`config.mk`:
```
export PLATFORM = sky130hd
export DESIGN_NAME = wb_write_arbiter
export DESIGN_NICKNAME = d
export VERILOG_FILES = /design/src/rtl/wb_pkg.sv /design/src/rtl/wb_write_arbiter_fifo.sv /design/src/rtl/wb_write_arbiter.sv
export SDC_FILE = /design/constraint.sdc
export NUM_CORES = 1
export LEC_CHECK = 0
export CORE_ASPECT_RATIO = 0.5
export CORE_MARGIN = 2
export CORE_UTILIZATION = 49
export DETAILED_ROUTE_END_ITERATION = 6
export GPL_ROUTABILITY_DRIVEN = 0
export GPL_TIMING_DRIVEN = 0
export MAX_ROUTING_LAYER = met4
export PLACE_DENSITY_LB_ADDON = 0.12
export SYNTH_ARGS = -nofsm -noshare
export SYNTH_HDL_FRONTEND = slang
export SYNTH_HIERARCHICAL = 1
export SYNTH_SLANG_ARGS = --single-unit
```
`constraint.sdc`:
```
create_clock -name clk -period 3.6 [get_ports clk]
set_input_delay 0.72 -clock clk [delete_from_list [all_inputs] [get_ports clk]]
set_output_delay 0.72 -clock clk [all_outputs]
set_load 0.02 [all_outputs]
```
`src/rtl/wb_pkg.sv`:
```
// rtl/wb_pkg.sv - shared constants and queued-write entry type for the GRF write arbiter
package wb_pkg;

    localparam int WB_DEPTH = 2;
    localparam int WB_AW    = 5;
    localparam int WB_DW    = 32;

    typedef struct packed {
        logic             valid;
        logic [WB_AW-1:0] a3;
        logic [WB_DW-1:0] wd;
        logic [31:0]      pc;
    } wb_entry_t;

    function automatic logic [31:0] wb_onehot(input logic [WB_AW-1:0] a3);
        return 32'(1) << a3;
    endfunction

endpackage

```
`src/rtl/wb_write_arbiter_fifo.sv`:
```
// rtl/wb_write_arbiter_fifo.sv - auxiliary write queue (wb_fifo) with cancel-by-address and pending mask
module wb_fifo
    import wb_pkg::*;
#(
    parameter int DEPTH = WB_DEPTH
) (
    input  logic                       clk,
    input  logic                       reset,
    input  logic                       push,
    input  wb_entry_t                  push_entry,
    input  logic                       pop,
    input  logic                       cancel_en,
    input  logic [WB_AW-1:0]           cancel_a3,
    output wb_entry_t                  head_entry,
    output logic                       empty,
    output logic                       full,
    output logic [31:0]                pending_mask
);

    localparam int PW = (DEPTH > 1) ? $clog2(DEPTH) : 1;
    localparam int CW = PW + 1;

    wb_entry_t         mem_q [DEPTH];
    wb_entry_t         mem_d [DEPTH];
    logic [PW-1:0]     head_q, head_d;
    logic [PW-1:0]     tail_q, tail_d;
    logic [CW-1:0]     count_q, count_d;

    assign empty      = (count_q == '0);
    assign full       = (count_q == CW'(DEPTH));
    assign head_entry = mem_q[head_q];

    // Popped slots are invalidated so pending_mask can simply OR every slot.
    always_comb begin
        for (int i = 0; i < DEPTH; i++) begin
            mem_d[i] = mem_q[i];
        end
        if (pop) begin
            mem_d[head_q].valid = 1'b0;
        end
        if (push) begin
            mem_d[tail_q] = push_entry;
        end
        if (cancel_en) begin
            for (int i = 0; i < DEPTH; i++) begin
                if (mem_d[i].a3 == cancel_a3) begin
                    mem_d[i].valid = 1'b0;
                end
            end
        end
    end

    always_comb begin
        head_d  = head_q + PW'(pop);
        tail_d  = tail_q + PW'(push);
        count_d = count_q + CW'(push) - CW'(pop);
    end

    always_ff @(posedge clk) begin
        if (reset) begin
            head_q  <= '0;
            tail_q  <= '0;
            count_q <= '0;
            for (int i = 0; i < DEPTH; i++) begin
                mem_q[i] <= '0;
            end
        end else begin
            head_q  <= head_d;
            tail_q  <= tail_d;
            count_q <= count_d;
            for (int i = 0; i < DEPTH; i++) begin
                mem_q[i] <= mem_d[i];
            end
        end
    end

    always_comb begin
        pending_mask = '0;
        for (int i = 0; i < DEPTH; i++) begin
            if (mem_q[i].valid) begin
                pending_mask = pending_mask | wb_onehot(mem_q[i].a3);
            end
        end
    end

endmodule

```
`src/rtl/wb_write_arbiter.sv`:
```
// rtl/wb_write_arbiter.sv - merges pipeline writeback and queued auxiliary results onto the GRF write port
// Optional write trace printout enabled by defining WB_TRACE_EN.
module wb_write_arbiter
    import wb_pkg::*;
#(
    parameter int DEPTH = WB_DEPTH,
    parameter int DW    = WB_DW,
    parameter int AW    = WB_AW
) (
    input  logic          clk,
    input  logic          reset,
    input  logic          pipe_we,
    input  logic [AW-1:0] pipe_a3,
    input  logic [DW-1:0] pipe_wd,
    input  logic [31:0]   pipe_pc,
    input  logic          aux_valid,
    output logic          aux_ready,
    input  logic [AW-1:0] aux_a3,
    input  logic [DW-1:0] aux_wd,
    input  logic [31:0]   aux_pc,
    output logic          grf_we,
    output logic [AW-1:0] grf_a3,
    output logic [DW-1:0] grf_wd,
    output logic [31:0]   grf_pc,
    output logic [31:0]   pending_mask
);

    logic      pipe_live;
    logic      push;
    logic      pop;
    logic      empty;
    logic      full;
    wb_entry_t push_entry;
    wb_entry_t head_entry;
    logic [31:0] fifo_mask;

    assign pipe_live = pipe_we && (pipe_a3 != '0);
    assign aux_ready = !reset && !full;
    assign push      = aux_valid && aux_ready;
    assign pop       = !reset && !pipe_live && !empty;

    // Register 0 is never written, so such entries are stored already invalid.
    always_comb begin
        push_entry.valid = (aux_a3 != '0);
        push_entry.a3    = aux_a3;
        push_entry.wd    = aux_wd;
        push_entry.pc    = aux_pc;
    end

    wb_fifo #(
        .DEPTH (DEPTH)
    ) u_fifo (
        .clk          (clk),
        .reset        (reset),
        .push         (push),
        .push_entry   (push_entry),
        .pop          (pop),
        .cancel_en    (pipe_live && !reset),
        .cancel_a3    (pipe_a3),
        .head_entry   (head_entry),
        .empty        (empty),
        .full         (full),
        .pending_mask (fifo_mask)
    );

    assign pending_mask = reset ? '0 : fifo_mask;

    always_comb begin
        grf_we = 1'b0;
        grf_a3 = '0;
        grf_wd = '0;
        grf_pc = '0;
        if (!reset) begin
            if (pipe_live) begin
                grf_we = 1'b1;
                grf_a3 = pipe_a3;
                grf_wd = pipe_wd;
                grf_pc = pipe_pc;
            end else if (!empty && head_entry.valid) begin
                grf_we = 1'b1;
                grf_a3 = head_entry.a3;
                grf_wd = head_entry.wd;
                grf_pc = head_entry.pc;
            end
        end
    end

`ifdef WB_TRACE_EN
    always @(posedge clk) begin
        if (!reset && grf_we) begin
            $display("%0d@%08h: $%0d <= %08h", $time, grf_pc, grf_a3, grf_wd);
        end
    end
`else
`endif

endmodule

```
Yosys cells after proc, flatten, opt, wreduce, memory -nomap -nowiden
Memories as Yosys holds them, arrays and structs flattened. A register that Yosys moved wholly into a read port is not among the register bits.
Cells that the tools add are included.
{ "word_totals": {"latchBits": 0, "ff_bits": 4, "n_memories": 1, "rom_bits": 0, "out_inout_bits": 103, "ram_bits": 140, "in_bits": 142, "elab_cells": 71} }
{ "mem_list": {"columns": ["memory", "words", "word_bits", "rd", "rd_clocked_by_memory_dff", "write_ports", "line", "text"], "rows": [
  ["u_fifo.mem_q", 2, 70, 3, 1, 2, "wb_write_arbiter_fifo.sv:23", "wb_entry_t mem_q [DEPTH];"]
]} }
{ "classes": {"shifts": 2, "order_cmp": 4, "n_eq_ne": 3, "reduce_logical": 16, "mul": 0, "muxes": 33, "add_sub_neg": 4, "n_bitwise": 5, "n_div": 0} }
{ "ops": {"columns": ["operator", "n"], "rows": [
  ["32-bit 2-to-1 mux", 9],
  ["140-bit bitwise mux", 2],
  ["140-bit 2-to-1 mux", 2],
  ["70-bit 2-to-1 mux", 4],
  ["70-bit demux with 1-bit select", 2],
  ["1-bit by 5-bit << shifter with 32-bit output, first input constant", 2],
  ["32-bit bitwise OR", 1],
  ["5-bit 2-to-1 mux", 3],
  ["1-bit 2-to-1 mux", 11],
  ["5-bit == test", 2],
  ["5-bit nonzero test", 2],
  ["1-bit logical AND", 9],
  ["2-bit >= comparator, second input constant", 2],
  ["1-bit logical NOT", 4],
  ["2-bit by 1-bit less-than comparator with 1-bit output, second input constant", 2],
  ["1-bit NOT with 2-bit output", 2],
  ["1-bit adder", 2],
  ["2-bit by 1-bit adder with 2-bit output", 1],
  ["2-bit == test, second input constant", 1],
  ["2-bit logical NOT", 1],
  ["1-bit bitwise OR", 2],
  ["2-bit by 1-bit subtractor with 2-bit output", 1]
]} }

Longest topological paths before layout
Gate-level depths: netlist (run 1).
{ "depth": {"ltp_word": 13, "depth_mapped": 11, "mapped_depth_nobuf": 9} }

Hierarchy
The synthesis (run 1) kept the hierarchy.
{ "by_module_without_submodules": {"columns": ["module", "instances", "cells_each", "area_each_um2", "seq_area_each_um2"], "rows": [
  ["wb_fifo", 1, 838, 7079.3, 2882.8],
  ["wb_write_arbiter", 1, 271, 1839.3, 0.0]
]} }

Worst setup path after synthesis (run 1)
Ideal clock, no wire load.
{ "synth_path": {"path_kind": "input port to output port", "from": "input pipe_a3[0]", "to": "output grf_pc[10]", "path_slack_ns": 0.752, "arrival_ns": 2.128, "path_buffers": 2, "t_required_ns": 2.880, "cell_stages": 5, "cell_sequence": "or4_4 o21ai_2 buf_6 buf_8 mux2i_1"} }
{ "synth_via": {"elab_chain_cells": 4} }
{ "synth_lines": {"columns": ["item", "line", "text"], "rows": [
  ["from (decl)", "wb_write_arbiter.sv:13", "input logic [AW-1:0] pipe_a3,"],
  ["5-bit nonzero test", "wb_write_arbiter.sv:37", "assign pipe_live = pipe_we && (pipe_a3 != '0);"],
  ["1-bit logical AND", "wb_write_arbiter.sv:37", null],
  ["32-bit 2-to-1 mux", "wb_write_arbiter.sv:74", "if (pipe_live) begin"],
  ["32-bit 2-to-1 mux", "wb_write_arbiter.sv:73", "if (!reset) begin"],
  ["to (decl)", "wb_write_arbiter.sv:24", "output logic [31:0] grf_pc,"]
]} }
No other way between the ends.

Worst setup path after layout (run 1)
{ "layout_path": {"from": "input reset", "to": "output pending_mask[2]"} }
{ "layout_via": {"elab_chain_cells": 1} }
{ "layout_lines": {"columns": ["item", "line", "text"], "rows": [
  ["from (decl)", "wb_write_arbiter.sv:11", "input logic reset,"],
  ["32-bit 2-to-1 mux", "wb_write_arbiter.sv:66", "assign pending_mask = reset ? '0 : fifo_mask;"],
  ["to (decl)", "wb_write_arbiter.sv:25", "output logic [31:0] pending_mask"]
]} }
No other way between the ends.

==> impl_results.md, run 1 <==
* Switching pwr at 1260 uW
* Max-capacitance violation count at 0
* Req. time, crit path at 2.88 ns
* Hold Path Class: flop to flop
* Relative slew slack at between 50% and 60%
* Syn. warnings at 6
* Final hold violation count at 0
* Largest area contributor in the netlist: dfxtp_1
* Clock Tree Root: clkbuf_16
* Die area at slightly below 20000 sq um
* Initial antenna violation count at 0
* Worst path slowest cell: dlygate4sd2_1
* Leak at 0.00460 uW
* Worst setup SP type: input port
* Crit Path Class: input port to primary output
* Core area at roughly 18000 sq um
* Count leader, synth: nand2b_1
* Fraction of layout cells with a size suffix above 1 at approximately an eighth
* Mapped Nets at 1255
* Total track usage at 30.1%
* Seq pwr share at a little under two fifths
* DRC violations left at 0
* Clock Power Share at about two fifths
* DIE HEIGHT at slightly below 100 um
* TritonCTS clock tree: yes
* Worst skew pair latency at 0.41 ns
* Post-synth EDFFs at 0
* Minimum clock period at 3.48 ns
* DR vias at 9147
* Hpwl dp at 21000 um
* Worst Path Arrival at about 2.8 ns
* Netlist cell types at 41
* Flops & latches, synth at 144
* Total number of clock tree sinks at 144
* Worst Skew at 0.0167 ns
* Number of DRC markers in iteration 0 at 676
* Worst setup EP type: primary output
* Internal power at a little over 3000 uW
* Sw Ratio at 28.8%
* Mapped Cells at ~1100
* WL per Instance at 17.6 um
* Final ANT Viol Nets at 0
* Vias in the first global route at 9147
* Synth top cells by count: 213 x nand2b_1, 144 x dfxtp_1, 138 x a21oi_1
* PortBufs at 244
* Final period util at 96.8%
* VDD IR max at between 0.3 and 0.4 mV
* Initial core utilization at just over 50%
* Mean post-synth cell area at 8.04 sq um
* TritonCTS Buffers at 17
* Smallest hold slack at 0.467 ns
* Via density at approximately 5.6
* Drt first pass iters at 6
* Setup-failing EPs final at 0
* Register area share after synthesis at 32.3%
* Worst hold stages at 2
* Die X at just under 200 um
* CP peak stage delay at approximately 0.57 ns
* Pin count of the biggest net entering global routing at 17
* Post-synth top area share at 32.3%
* Synth top area cells: dfxtp_1 32%, nand2b_1 15%, mux2_2 8.8%
* Total wire length at between 20000 and 30000 um
* Syn-to-layout area delta at 36.7%
* Ant diodes at 0
* Worst-path cell chain: dlygate4sd2_1 > clkbuf_2 > buf_1 > nor2b_1 > clkdlybuf4s50_1
* Row count at 34
* I/O pin cnt at 245
* Synth Flop Type: dfxtp_1
* Max frequency at 0.287 GHz
* GRT Residual Overflow at 0
* Syn Std Cell Area at 8920 sq um
* Outcome: completed
* H-tree Lvls at 4
* Wire length of the first global-routing pass at 46000 um
* Cell area power density at 358 nW/um^2
* Comb pwr share at a little over a fifth
* Worst r2r path cells at 8
* Max FO, Critical Path at 10
* Post-route setup TNS at 0 ns
* Final Max Tran Viols at 0
* # hold bufs at CTS at 0
* CTS clk-pin slew, worst paths at roughly 0.07 ns
* Measured slew at the worst slew-check pin at 0.737 ns
* Layout Nets at 1519
* RSZ-0062 raised after global routing: no
* CTS Buffer Depth at 2
* Async SR Flop Fraction at 0%
* Fillcell total at about 1500
area by class of cell:
class	instances	area, sq um	area share (%)
buffer	103	547	4.49
clock inverter	13	151	1.24
sequential	144	2880	23.7
inverter	4	15.0	0.123
multi-input combinational	857	5490	45.1
tap	234	293	2.40
timing repair buffer	246	2370	19.4
clock buffer	19	443	3.63
power groups by stage:
stage	Combinational, uW	Clock [uW]	Sequential (uW)
after floorplan	519	0	1680
after global placement	904	0	1690
after detailed placement	922	0	1690
after CTS	907	1800	1660
after global routing	978	1880	1660
final	917	1790	1660
sequential cells by signal, summed over array words and instances (netlist names):
| register | count |
|---|---|
| u_fifo/count_q | 2 |
| u_fifo/mem_q | 140 |
| u_fifo/tail_q | 1 |
| u_fifo/head_q | 1 |
critical path, delay by kind of cell:
family	cells	cell delay, ns
simple gates	1	0.10
buf+inv	4	1.93
cells in the final DEF (no fill, tap or decap), types with 5 or more instances in the layout:
cell type        synthesis  final
buf_4                    5      8
a31o_2                   5      5
clkbuf_1                50     46
inv_6                    0      6
xnor2_1                  5      5
buf_8                    6      7
o32ai_1                 10     10
and3b_1                  5      5
o22ai_1                 22     22
dfxtp_1                144    144
nand2b_1               213    213
clkdlybuf4s50_1          0    169
nand2_1                 92     92
mux2i_1                 67     67
buf_1                    9     10
mux2_2                  70     70
nor2b_1                 38     38
and2_1                   6      6
nor2_1                  17     17
buf_2                   32     31
nand3_1                135    135
dlygate4sd2_1            0     73
a21oi_1                138    138
clkbuf_16                0     17
through the flow:
| stage | util (%) | std cells | instance area [sq um] | total power, uW | setup WS [ns] |
|---|---|---|---|---|---|
| finish | 69.2 | 1620 | 12200 | 4360 | 0.116 |
| global route | 69.2 | 1620 | 12200 | 4510 | 0.0139 |
| CTS | 69.2 | 1621 | 12200 | 4360 | 0.126 |
| detailed placement | 66.2 | 1587 | 11700 | 2610 | -0.656 |
| global placement | 66.2 | 1587 | 11700 | 2590 | -1.19 |
| floorplan | - | 1109 | 8920 | 2200 | 0.752 |
cell families (layout without fill, tap and decap cells):
kind of cell / after synthesis / in the layout / share of synthesized area, %
AND/OR/NAND/NOR: 520 / 520 / 31.9
AO/OA/AOI/OAI: 188 / 188 / 11.9
flip-flops: 144 / 144 / 32.3
multiplexers: 137 / 137 / 16.4
buffers and inverters: 108 / 385 / 6.23
XOR/XNOR: 8 / 8 / 0.786
adder cells (fa/ha/maj): 4 / 4 / 0.561
worst paths after layout:
path / from / to / slack (ns)
setup reg to reg: u_fifo/count_q[1] / u_fifo/mem_q[1][63] / 1.24
hold reg to reg: u_fifo/mem_q[1][26] / u_fifo/mem_q[1][26] / 0.47
hold / removal: u_fifo/mem_q[1][26] / u_fifo/mem_q[1][26] / 0.47
setup / recovery: reset / pending_mask[2] / 0.12
layer usage:
layer  up-vias  wire length, um  track usage (%)
met5         -                0                -
met4         0              486             7.40
met3        54             1830             4.51
met2       384            13400             50.6
met1      4365            12800             38.4
li1       4344                -                -
timing repair:
item / 4_1_cts / 5_1_grt
resized for setup: 81 / 5
setup buffers: 2 / 0
pin swaps: 1 / 0
setup endpoints to repair: 139 / 23
No activity file was read; power rests on OpenSTA's default activity.
==> run 2: changes to the inputs <==
CTS_CLUSTER_DIAMETER = 100   (was default)
==> results of run 2 <==
The final DEF is identical to that of run 1; final timing and power are the same.
==> run 3: changes to the inputs <==
ABC_AREA = 0   (was default)
==> results of run 3 <==
The final DEF is identical to that of run 1; final timing and power are the same.
